==> config.mk <==
export PLATFORM = sky130hd
export DESIGN_NAME = refresh_scheduler
export DESIGN_NICKNAME = d
export VERILOG_FILES = /design/src/rtl/refresh_scheduler.sv
export SDC_FILE = /design/constraint.sdc
export NUM_CORES = 1
export LEC_CHECK = 0
export ABC_CLOCK_PERIOD_IN_PS = 3500
export CAP_MARGIN = 15
export CORE_MARGIN = 4
export CORE_UTILIZATION = 30
export CTS_CLUSTER_DIAMETER = 100
export CTS_CLUSTER_SIZE = 25
export DETAILED_ROUTE_END_ITERATION = 10
export SLEW_MARGIN = 20
export SYNTH_ARGS = -nofsm -noshare
export SYNTH_HDL_FRONTEND = slang
export SYNTH_SLANG_ARGS = --single-unit
==> constraint.sdc <==
create_clock -name clk -period 3.5 [get_ports clk]
set_clock_uncertainty 0.05 [all_clocks]
set_input_delay 0.7 -clock clk [delete_from_list [all_inputs] [get_ports clk]]
set_output_delay 0.7 -clock clk [all_outputs]
set_load 0.03 [all_outputs]
==> src/rtl/refresh_scheduler.sv <==
// Refresh-by-copy round sequencer for a group of gain-cell DRAM bank wrappers.
// A retention timer (or a forced request) copies the next source bank into the spare, which then rotates.
module refresh_scheduler #(
  parameter int NUM_BANKS  = 4,
  parameter int RET_CYCLES = 1024,
  parameter int TIMEOUT    = 512,
  parameter int IDX_W      = $clog2(NUM_BANKS)
) (
  input  logic                 clk,
  input  logic                 rst,
  input  logic                 en,
  input  logic                 force_ref,
  input  logic [NUM_BANKS-1:0] ref_done,
  output logic [NUM_BANKS-1:0] start_SR,
  output logic [NUM_BANKS-1:0] ref_en_current,
  output logic [NUM_BANKS-1:0] ref_en_old,
  output logic [IDX_W-1:0]     spare_idx,
  output logic [IDX_W-1:0]     src_idx,
  output logic                 busy,
  output logic                 swap,
  output logic                 err
);

  localparam int TMR_W = $clog2(RET_CYCLES + 1);
  localparam int WD_W  = $clog2(TIMEOUT + 1);
  localparam logic [TMR_W-1:0] TMR_RELOAD = TMR_W'(RET_CYCLES - 1);
  localparam logic [WD_W-1:0]  WD_LAST    = WD_W'(TIMEOUT - 1);
  localparam logic [IDX_W-1:0] IDX_LAST   = IDX_W'(NUM_BANKS - 1);

  typedef enum logic [1:0] {
    IDLE  = 2'd0,
    START = 2'd1,
    COPY  = 2'd2,
    SWAP  = 2'd3
  } state_t;

  state_t             state_r;
  logic [TMR_W-1:0]   timer_r;
  logic [WD_W-1:0]    wd_r;
  logic               round_go_s;
  logic               done_s;
  logic [IDX_W-1:0]   next_src_s;

  function automatic logic [NUM_BANKS-1:0] onehot(input logic [IDX_W-1:0] idx);
    onehot = {{(NUM_BANKS-1){1'b0}}, 1'b1} << idx;
  endfunction

  assign round_go_s = force_ref | (en & (timer_r == {TMR_W{1'b0}}));
  assign done_s     = ref_done[src_idx];
  // The next source follows the new spare (the current source), so it can never collide with it.
  assign next_src_s = (src_idx == IDX_LAST) ? {IDX_W{1'b0}} : src_idx + IDX_W'(1);

  // Round FSM with all outputs registered alongside the state they describe.
  always_ff @(posedge clk) begin
    if (!rst) begin
      state_r        <= IDLE;
      timer_r        <= TMR_RELOAD;
      wd_r           <= {WD_W{1'b0}};
      spare_idx      <= IDX_LAST;
      src_idx        <= {IDX_W{1'b0}};
      start_SR       <= {NUM_BANKS{1'b0}};
      ref_en_current <= {NUM_BANKS{1'b0}};
      ref_en_old     <= {NUM_BANKS{1'b0}};
      busy           <= 1'b0;
      swap           <= 1'b0;
      err            <= 1'b0;
    end else begin
      case (state_r)
        IDLE: begin
          if (round_go_s) begin
            state_r        <= START;
            start_SR       <= onehot(src_idx);
            ref_en_current <= onehot(src_idx);
            ref_en_old     <= onehot(spare_idx);
            busy           <= 1'b1;
          end else if (en) begin
            timer_r <= timer_r - TMR_W'(1);
          end else begin
            timer_r <= timer_r;
          end
        end
        START: begin
          state_r  <= COPY;
          start_SR <= {NUM_BANKS{1'b0}};
          wd_r     <= {WD_W{1'b0}};
        end
        COPY: begin
          // Completion takes priority over a watchdog expiring in the same cycle.
          if (done_s) begin
            state_r        <= SWAP;
            ref_en_current <= {NUM_BANKS{1'b0}};
            ref_en_old     <= {NUM_BANKS{1'b0}};
            swap           <= 1'b1;
          end else if (wd_r == WD_LAST) begin
            state_r        <= IDLE;
            ref_en_current <= {NUM_BANKS{1'b0}};
            ref_en_old     <= {NUM_BANKS{1'b0}};
            busy           <= 1'b0;
            err            <= 1'b1;
          end else begin
            wd_r <= wd_r + WD_W'(1);
          end
        end
        SWAP: begin
          state_r   <= IDLE;
          swap      <= 1'b0;
          busy      <= 1'b0;
          spare_idx <= src_idx;
          src_idx   <= next_src_s;
          timer_r   <= TMR_RELOAD;
        end
        default: begin
          state_r        <= IDLE;
          start_SR       <= {NUM_BANKS{1'b0}};
          ref_en_current <= {NUM_BANKS{1'b0}};
          ref_en_old     <= {NUM_BANKS{1'b0}};
          busy           <= 1'b0;
          swap           <= 1'b0;
        end
      endcase
    end
  end

endmodule
## Yosys cells after proc, flatten, opt, wreduce, memory -nomap -nowiden

Index checks and enable logic that the tools add are counted.

| word-level totals | value |
|---|---|
| register bits after elaboration | 42 |
| bits of input ports | 8 |
| output and inout bits | 19 |
| logic and storage cells | 75 |

| operators by class | value |
|---|---|
| add/subtract/negate cells | 3 |
| $lt $le $gt $ge | 1 |
| equality and inequality tests | 13 |
| shift operators | 2 |
| muxes and demuxes | 26 |
| bitwise gates (word level) | 3 |
| reductions and logical operators | 16 |

Operators with widths:

| cell | count |
|---|---|
| 4-bit case mux with 2 select lines | 3 |
| 11-bit 2-to-1 mux | 2 |
| 11-bit case mux with 2 select lines | 1 |
| 10-bit 2-to-1 mux | 2 |
| 10-bit case mux with 2 select lines | 1 |
| 4-bit 2-to-1 mux | 4 |
| 2-bit != test (second input constant) | 7 |
| 3-bit AND reduction | 4 |
| 11-bit logical NOT | 1 |
| 11-bit by 1-bit subtractor with 11-bit output (second input constant) | 1 |
| 10-bit by 1-bit adder with 10-bit output (second input constant) | 1 |
| 10-bit by 9-bit equality test with 1-bit output (second input constant) | 1 |
| 2-bit nonzero test | 5 |
| 2-bit 2-to-1 mux | 4 |
| 2-bit case mux with 4 select lines | 1 |
| 1-bit by 2-bit << shifter with 4-bit output (first input constant) | 2 |
| 2-bit equality test (second input constant) | 3 |
| 2-bit AND reduction | 3 |
| 1-bit 2-to-1 mux | 5 |
| 4-bit AND reduction | 1 |
| 2-bit by 3-bit < comparator with 1-bit output (second input constant) | 1 |
| 3-bit != test (second input constant) | 1 |
| 1-bit case mux with 3 select lines | 1 |
| 3-bit nonzero test | 1 |
| 8 further kinds | 8 |

## Depth between registers and ports, before layout

Gate-level depths: netlist of run 1.

| depth | value |
|---|---|
| depth in word-level cells | 5 |
| depth in mapped cells | 7 |
| mapped depth without buffers | 6 |

## Worst setup path before layout of run 1

OpenSTA, ideal clock, no wires.

| timing path | value |
|---|---|
| path kind | register -> register |
| start point | register src_idx[0] |
| end point | register wd_r[5] |
| setup time | 0.070 ns |
| arrival time | 2.201 ns |
| data required time | 3.380 ns |
| path slack | 1.179 ns |
| cell stages (with the launch flop) | 6 |
| buffers on the path | 1 |
| clock period less this slack | 2.321 ns |
| cell sequence | dfxtp_1 -> mux4_2 -> or2_4 -> buf_6 -> or4_1 -> a21oi_1 |

| between the ends | value |
|---|---|
| longest elaborated chain between the ends | 4 |

Ends and longest elaborated chain:

| element | RTL line | source |
|---|---|---|
| from (decl) | 18 | `output logic [IDX_W-1:0] src_idx,` |
| from (signal assigned) | 60 | `src_idx <= {IDX_W{1'b0}};` |
| from (signal assigned) | 109 | `src_idx <= next_src_s;` |
| 1-bit binary-select mux with 2-bit select | 49 | `assign done_s = ref_done[src_idx];` |
| 1-bit 2-to-1 mux (implied by the code) | 49 |  |
| 2-bit != test (no source line) | - |  |
| 3-bit AND reduction (no source line) | - |  |
| to (signal assigned) | 58 | `wd_r <= {WD_W{1'b0}};` |
| to (signal assigned) | 85 | `wd_r <= {WD_W{1'b0}};` |
| to (signal assigned) | 101 | `wd_r <= wd_r + WD_W'(1);` |
| to (decl) | 39 | `logic [WD_W-1:0] wd_r;` |

No other way between the ends. The select of a mux whose other input is x is not followed.
A chain may end at the register's enable or synchronous reset.

## Worst setup path after layout of run 1

| timing path | value |
|---|---|
| start point | input port ref_done[2] |
| end point | register ref_en_old[1] |

| between the ends | value |
|---|---|
| longest elaborated chain between the ends | 4 |
| elaborated cells between the ends (all ways) | 6 |
| classes of those cells | 1 x eq/ne; 4 x mux; 1 x reduce/logical |

Ends and longest elaborated chain:

| element | RTL line | source |
|---|---|---|
| from (decl) | 13 | `input logic [NUM_BANKS-1:0] ref_done,` |
| 1-bit binary-select mux with 2-bit select (*) | 49 |  |
| 1-bit 2-to-1 mux (implied by the code) (*) | 49 |  |
| 3-bit != test (no source line) or 4-bit 2-to-1 mux (tied branches) | - |  |
| 3-bit AND reduction (no source line) or 4-bit case mux with 2 select lines (tied branches) | - |  |
| to (signal assigned) | 63 | `ref_en_old <= {NUM_BANKS{1'b0}};` |
| to (signal assigned) | 74 | `ref_en_old <= onehot(spare_idx);` |
| to (signal assigned) | 92 | `ref_en_old <= {NUM_BANKS{1'b0}};` |
| to (decl) | 16 | `output logic [NUM_BANKS-1:0] ref_en_old,` |

Every way passes the cells marked *; elsewhere a longest branch is shown, timed or not. The select of a mux whose other input is x is not followed.

==> results of run 1 <==
==> worst register-to-register path: cells and delay by family, from the launching register on <==
kind / cells / cell delay, ns
simple gates: 1 / 0.54
mux: 1 / 0.20
compound gates: 2 / 1.00
flops: 1 / 0.37
==> metrics by stage <==
step | setup slack (ns) | instance area (um^2) | hold WS, ns | power [mW]
floorplan | 1.18 | 2040 | 0.389 | 0.603
global placement | 0.694 | 2360 | 0.396 | 0.649
detailed placement | 0.647 | 2360 | 0.411 | 0.649
CTS | 0.953 | 2460 | 0.425 | 0.978
global route | 0.846 | 2460 | 0.452 | 1.02
finish | 0.966 | 2460 | 0.421 | 0.965
==> report_power, final <==
group | switching (mW) | internal [mW]
clock | 0.184 | 0.144
sequential | 0.0155 | 0.491
combinational | 0.0804 | 0.0505
total | 0.280 | 0.686
==> state kept, by name, indices dropped and copies added (netlist names) <==
register        count
ref_en_current      4
busy                1
start_SR            4
err                 1
timer_r            11
state_r             2
spare_idx           2
ref_en_old          4
wd_r               10
swap                1
src_idx             2
==> cells in the final DEF (no fill, tap or decap), types with 2 or more instances in the layout <==
cell,count
dfxtp_1,42
o31a_1,3
nand2_1,28
and3b_1,2
and3_1,4
a31oi_1,4
ha_1,7
nor2b_1,2
o22ai_1,5
o21ai_0,9
a21oi_1,17
nand4b_1,2
inv_1,8
nand3_1,15
or3_1,6
clkbuf_8,5
nor2_1,12
o211ai_1,8
nor3_1,2
or4_1,4
buf_4,2
nand2b_1,3
nand4_1,3
nor4_1,3
nand3b_1,3
o31ai_1,5
clkdlybuf4s50_1,26
and4_1,5
mux2i_1,7
==> kinds of logic (layout without fill, tap and decap cells) <==
group / after synthesis / in the layout / share of synthesized area, %
adder cells (fa/ha/maj): 7 / 7 / 4.30
multiplexers: 8 / 8 / 4.54
AND/OR/NAND/NOR: 98 / 98 / 26.6
buffers and inverters: 18 / 44 / 3.68
flip-flops: 42 / 42 / 41.3
AO/OA/AOI/OAI: 61 / 61 / 19.6
==> layout make-up <==
| cell class | count | area, um^2 | share of cell area (%) |
|---|---|---|---|
| multi-input cells | 174 | 1120 | 45.6 |
| clock buffers | 5 | 68.8 | 2.80 |
| repair buffers | 28 | 275 | 11.2 |
| inverters | 8 | 30.0 | 1.22 |
| flip-flops and latches | 42 | 841 | 34.2 |
| well taps | 77 | 96.3 | 3.92 |
| clock inverters | 3 | 25.0 | 1.02 |
==> layer usage <==
metal  up-vias  track usage (%)  part of all wire [%]
met4         0             2.68                  0.50
met3         2             2.92                   5.1
met1       838             15.7                    50
met5         -                0                     0
li1        934                -                     -
met2        35             18.4                    45
==> path summary, 6_finish.rpt <==
kind	depth (start not counted)	start	to	slack (ns)
hold / removal	2	ref_en_old[2]	ref_en_old[2]	0.42
setup reg to reg	4	timer_r[4]	ref_en_old[1]	1.21
setup / recovery	5	ref_done[2]	ref_en_old[1]	0.97
hold reg to reg	2	ref_en_old[2]	ref_en_old[2]	0.42
==> results, run 1 <==
- The run finished with clean final reports.
- The buffer cell driving the clock tree root is clkbuf_8.
- STA classifies the critical path startpoint as an input port.
- The core region is 6460 um^2.
- Across the run, the number of max-cap violations was 0.
- The number of global-route vias before repair is 1692.
- For this run, the detailed router's first-pass iteration total came to 5.
- From bottom edge to top edge, the die measures 90.4 um.
- Setup repair after global routing left no endpoint under its margin.
- The width of the chip is 90.4 um.
- VDD sags by at most 228 uV.
- The share of cells above drive strength 1 is 6.15%.
- The number of setup buffers added after CTS is 0.
- CTS built an H-tree with a depth of 2.
- The post-placement cell count is 329.
- On the critical path the largest part of the delay comes from multiplexers.
- In this run the worst path has a maximum fanout of 12.
- Measured against its own limit, the worst slew margin works out to 56.7%.
- The number of buffers and inverters on the critical path is 1.
- The slowest library cell on the worst path is mux4_2.
- Detailed routing inserted a total of 1809 vias.
- The number of antenna violations at the first check in global routing is 0.
- The final-stage net count is 274.
- The first global-routing pass estimated 8.07 mm of wire.
- In this design, the stage delay of the slowest critical-path cell is 0.53 ns.
- The class of the tightest hold or removal check is register to register.
- Data arrives at the worst endpoint at 2.71 ns.
- The synthesized netlist occupies a cell area of 2040 um^2.
- The number of clock buffers added by TritonCTS is 5.
- Entering global routing, the biggest net connects 23 pins.
- The post-layout utilization of the core is 38.1%.
- In this run the remaining antenna-violating nets after routing total 0.
- The startpoint-to-endpoint class of the critical path is input port to register.
- The total routing resource utilization after global routing is 11.5%.
- The power per cell area is 393 nW/um^2.
- Walking the worst path, the cells encountered are clkdlybuf4s50_1 -> mux4_2 -> or2_4 -> o221ai_1 -> mux2i_1.
- Summed over all layers, the routed wires come to 4.57 mm.
- The maximum clock path buffer count is 2.
- Using the TritonRoute via totals, the vias-per-cell ratio works out to 5.37.
- Once layout is complete, the cells apart from fillers number 337.
- The clock period minus final worst setup slack is 2.53 ns.
- The kind of end point of the critical path is a register.
- Buffers inserted to repair hold after CTS numbered 0.
- The I/O pin total is 27.
- After filler insertion, the fill cell instance count of the layout stands at 666.
- The number of gates resized after CTS was 0.
- A synthesized cell averages 8.71 um^2.
- The total of endpoints with negative setup slack in the final report is 0.
- The mean routed wirelength per cell is 13.6 um.
- The period utilization is 72.4%.
- For the worst setup path, the data required time is 3.67 ns.
- Sequential cells were found to cover 41.3% of the synthesized design area.
- The leakage power figure is 0.864 nW.
- The area added between synthesis and finish is 20.6%.
- The number of inserted diodes is 0.
- The DRC violation total after the first TritonRoute iteration is 125.
- The top cell type by area accounts for 41.3% of the synthesized area.
- For the pin with the worst max-slew slack, the measured transition is 0.650 ns.
- The count of final max-slew check failures is 0.
- The fraction of synthesis flops using an asynchronous set or reset pin is 0%.
- Of all cell types, the one taking the most synthesized area is dfxtp_1.
- The number of warnings reported in the yosys synthesis log is 0.
- In the routed design, unresolved DRC markers number 0.
- The floorplan step defined a die boundary enclosing 8180 um^2.
- The clock drives 42 sinks.
- In this run, synthesis produced a sequential element count of 42.
- When the netlist entered floorplanning its net count stood at 249.
- Sorting the synthesized cells by area gives the leading types as dfxtp_1 41%, nand2_1 5.2%, ha_1 4.3%, a21oi_1 4.2%, nand3_1 3.7%.
- Yosys mapped a number of flops with a built-in enable equal to 0.
- The final hold violation count was 0.
- Input and output buffers added on the ports amount to 26.
- The routability-driven placement congestion ratio is 0.759.
- The floorplan has 29 rows.
- TritonCTS built the clock tree.
- At the later pin of the worst-skew pair, clock insertion delay measures 0.30 ns.
- The cell count after synthesis came out at 234.
- The most frequent cell after synthesis is dfxtp_1.
- After global routing the overflow that remains totals 0.
- After clock tree synthesis, the clock-pin slew on the worst setup and hold paths is 0.09 ns.
- The number of distinct library cells after synthesis is 43.
- The HPWL after detailed placement is 3.36 mm.
- For this configuration, the core starts out at a cell density of 31.6%.
- The most used flip-flop cell after synthesis is dfxtp_1.
- The accumulated negative setup slack is 0 ns.
- The commonest cells after synthesis are 42 x dfxtp_1, 28 x nand2_1, 17 x a21oi_1, 15 x nand3_1, 12 x nor2_1.
- The highest clock rate is 0.395 GHz.
Note: power is estimated with default switching activity, not from simulation.
==> run 2, diff against run 1 <==
--- a/config.mk
+++ b/config.mk
@@ -5,7 +5,7 @@
 export SDC_FILE = /design/constraint.sdc
 export NUM_CORES = 1
 export LEC_CHECK = 0
-export ABC_CLOCK_PERIOD_IN_PS = 3500
+export ABC_CLOCK_PERIOD_IN_PS = 2200
 export CAP_MARGIN = 15
 export CORE_MARGIN = 4
 export CORE_UTILIZATION = 30
==> constraint.sdc (replaced) <==
create_clock -name clk -period 2.2 [get_ports clk]
set_clock_uncertainty 0.05 [all_clocks]
set_input_delay 0.44 -clock clk [delete_from_list [all_inputs] [get_ports clk]]
set_output_delay 0.44 -clock clk [all_outputs]
set_load 0.03 [all_outputs]
==> run 2 against run 1 <==
Effect of this change: via count grew 4.3%; global-route usage up 0.45 points; hold slack got worse by 0.011 ns; clock-buffer cell count is 1 higher; final area is 5.6% higher; die area unchanged; register-to-register slack got worse by 1.0 ns; power increased by 59%; critical path depth is the same; final cell count up 5.0%; first-iteration DRC count fell by 14%; critical endpoint is now wd_r[4]; largest power group unchanged.
==> results, run 2 (same netlist as run 1, synthesis figures left out) <==
- The period utilization is 96.8%.
- The number of detailed-route iterations in the first pass was 4 (was 5).
- The number of antenna violations at the first check in global routing was 0 (unchanged).
- The DRC violation total after the first TritonRoute iteration was 108 (was 125).
- The final-stage net count was 293 (was 274).
- Outcome: finished, final reports clean (unchanged).
- Derived from the worst setup path, the maximum achievable clock frequency is 0.469 GHz.
- The total of endpoints with negative setup slack in the final report is 0 (unchanged).
- The clock period minus final worst setup slack is 2.13 ns.
- The worst hold path cell count is 2 (unchanged).
- The count of input and output buffers is 26 (unchanged).
- The total routing resource utilization after global routing was 12.0% (was 11.5%).
- The height of the die was 90.4 um (unchanged).
- The largest net degree at the start of global routing is 23 (unchanged).
- The count of antenna-violating nets left after detailed routing is 0 (unchanged).
- The share of cells above drive strength 1 is 12.6% (was 6.15%).
- The post-CTS setup buffer count came to 0 (unchanged).
- The depth of the CTS H-tree was 2 (unchanged).
- The largest vdd supply drop is 249 uV (was 228 uV).
- The clock tree from TritonCTS was done (unchanged).
- Top library cells by usage in the layout, fill and taps aside: 41 x dfxtp_1, 28 x nand2_1, 26 x clkdlybuf4s50_1 (was 42 x dfxtp_1, 28 x nand2_1, 26 x clkdlybuf4s50_1).
- The flip-flop count of the largest register, all copies and words added is 11 (unchanged).
- The post-placement cell count came to 348 (was 329).
- The buffer cell driving the clock tree root is clkbuf_8 (unchanged).
- The startpoint-to-endpoint class of the critical path is input port to register (unchanged).
- The launching point of the worst reg2reg path was src_idx[0] (was timer_r[4]).
- The wire length of the first global-routing pass was 8.29 mm (was 8.07 mm).
- The most common cell after layout, fill and taps aside is dfxtp_1 (unchanged).
- The data arrival time at the worst-slack endpoint is 2.30 ns (was 2.71 ns).
- The last element of the critical path is wd_r[4] (was ref_en_old[1]).
- The mean routed wirelength per cell is 13.7 um (was 13.6 um).
- The peak fanout along the critical path came to 10 (was 12).
- The standard-cell row count is 29 (unchanged).
- The die outline area is 8180 um^2 (unchanged).
- The number of buffers created by CTS is 5 (unchanged).
- The final cell count without fillers came to 354 (was 337).
- The worst slew slack as a fraction of its limit is 72.3% (was 56.7%).
- The number of global-route vias before repair is 1798 (was 1692).
- The required arrival time at the worst endpoint is 2.37 ns (was 3.67 ns).
- The number of inserted diodes was 0 (unchanged).
- The total wire length after detailed routing is 4.86 mm (was 4.57 mm).
- The class of the tightest hold or removal check is register to register (unchanged).
- The global-route track usage on met3 is 2.42% (was 2.92%).
- The worst reg2reg path depth is 4 (unchanged).
- Setup repair after global routing missed its margin: no (unchanged).
- The I/O pin total came to 27 (unchanged).
- The most flop-heavy register is timer_r (unchanged).
- The number of max-cap violations is 0 (unchanged).
- The clock latency on the worst-skew pair came to 0.29 ns (was 0.30 ns).
- The met1 routing resource usage after global routing is 16.1% (was 15.7%).
- The launching element of the worst setup path is ref_done[1] (was ref_done[2]).
- The maximum clock path buffer count was 2 (unchanged).
- Registers with the most flip-flops: timer_r (11), wd_r (10) (unchanged).
- The sort of element at the start of the critical path is an input port (unchanged).
- The final hold violation count is 0 (unchanged).
- The count of final max-slew check failures is 0 (unchanged).
- The met2 capacity usage during global routing is 19.9% (was 18.4%).
- The width of the chip came to 90.4 um (unchanged).
- The setup slack of the most critical reg-to-reg path is 0.19 ns (was 1.21 ns).
- The transition time of the tightest slew-check pin is 0.412 ns (was 0.650 ns).
- The clock edge transition at the registers on the reported setup and hold paths came to 0.08 ns (was 0.09 ns).
- The capture instance of the worst register-to-register path is wd_r[4] (was ref_en_old[1]).
- The area of the core region is 6460 um^2 (unchanged).
- The placed wire-length estimate after detailed placement is 3.59 mm (was 3.36 mm).
- The per-cell via count in the routed design came to 5.33 (was 5.37).
- The total congestion overflow after global routing was 0 (unchanged).
- The routability-driven placement congestion ratio was 0.791 (was 0.759).
- The initial cell density of the core is 31.6% (unchanged).
- The number of remaining DRC errors is 0 (unchanged).
- The TritonCTS sink count came to 42 (unchanged).
- The total number of vias came to 1887 (was 1809).
- The kind of end point of the critical path was a register (unchanged).
- The leakage power figure is 0.956 nW (was 0.864 nW).
- The area added between synthesis and finish is 27.4% (was 20.6%).
- The power per cell area is 592 nW/um^2 (was 393 nW/um^2).
- The most used routing layer was met2 (unchanged).
- The final hold slack is 0.409 ns (was 0.421 ns).
-- run 2: cell types whose count changed in the layout (fill, tap and decap cells not counted) --
cell and delta:
dfxtp_2 +1, a221oi_2 +1, buf_4 +19, clkinv_4 -1, a221oi_1 -1, clkinvlp_4 -1, inv_6 -1, dfxtp_1 -1
clkbuf_8 +1
-- run 2: power breakdown --
| group | total [mW] | internal, mW | switching, mW |
|---|---|---|---|
| Combinational | 0.253 | 0.106 | 0.147 |
| Sequential | 0.796 | 0.781 | 0.0145 |
| Clock | 0.489 | 0.242 | 0.247 |
-- run 2: worst min-delay path by stage --
stage / start / endpoint / slack, ns
6_report: ref_en_old[1] / ref_en_old[1] / 0.41
5_1_grt: ref_en_old[1] / ref_en_old[1] / 0.44
4_1_cts: ref_en_old[1] / ref_en_old[1] / 0.42
3_5_place_dp: ref_en_old[1] / ref_en_old[1] / 0.40
3_3_place_gp: ref_en_old[0] / ref_en_old[0] / 0.40
2_1_floorplan: wd_r[6] / wd_r[6] / 0.39
-- run 2: layout make-up --
class	count	area (um^2)
inverters	8	30.0
well taps	77	96.3
repair buffers	47	418
fillers	635	3860
flip-flops and latches	42	842
clock buffers	6	82.6
multi-input cells	174	1130
-- run 2: metrics by stage --
stage	TNS (ns)	setup slack [ns]	area, um^2	utilization (%)	power (mW)
after floorplan	0	0.0373	2040	-	0.960
after global placement	-2.06	-0.194	2510	38.8	1.06
after detailed placement	-2.41	-0.226	2510	38.8	1.06
after CTS	0	0.0716	2590	40.1	1.55
after global routing	0	0.00762	2600	40.2	1.60
final	0	0.0699	2600	40.2	1.54
-- run 2: layer usage --
metal | up-vias | share of wire (%)
met5 | - | 0
met4 | 0 | 0.35
met3 | 3 | 2.9
met2 | 28 | 47
met1 | 886 | 50
li1 | 970 | -
-- run 2: critical path: stages --
cell and delay [ns]:
clkdlybuf4s50_1 0.43, mux4_2 0.48, or2_4 0.29, or4_1 0.51, a21oi_1 0.16
-- run 2: repair_timing --
action | 4_1_cts | 5_1_grt
hold buffers | 0 | 0
setup endpoints to repair | 0 | 4
resized for setup | 0 | 1
==> run 3, diff against run 2 <==
--- a/config.mk
+++ b/config.mk
@@ -12,6 +12,7 @@
 export CTS_CLUSTER_DIAMETER = 100
 export CTS_CLUSTER_SIZE = 25
 export DETAILED_ROUTE_END_ITERATION = 10
+export MAX_ROUTING_LAYER = met4
 export SLEW_MARGIN = 20
 export SYNTH_ARGS = -nofsm -noshare
 export SYNTH_HDL_FRONTEND = slang
==> results of run 3 <==
Final layout, timing and power as in run 2 (identical DEF).
Main changes from that run: final weighted congestion in routability-driven placement 0.791 -> 0.802; overall routing resource usage 12.0% -> 12.3%
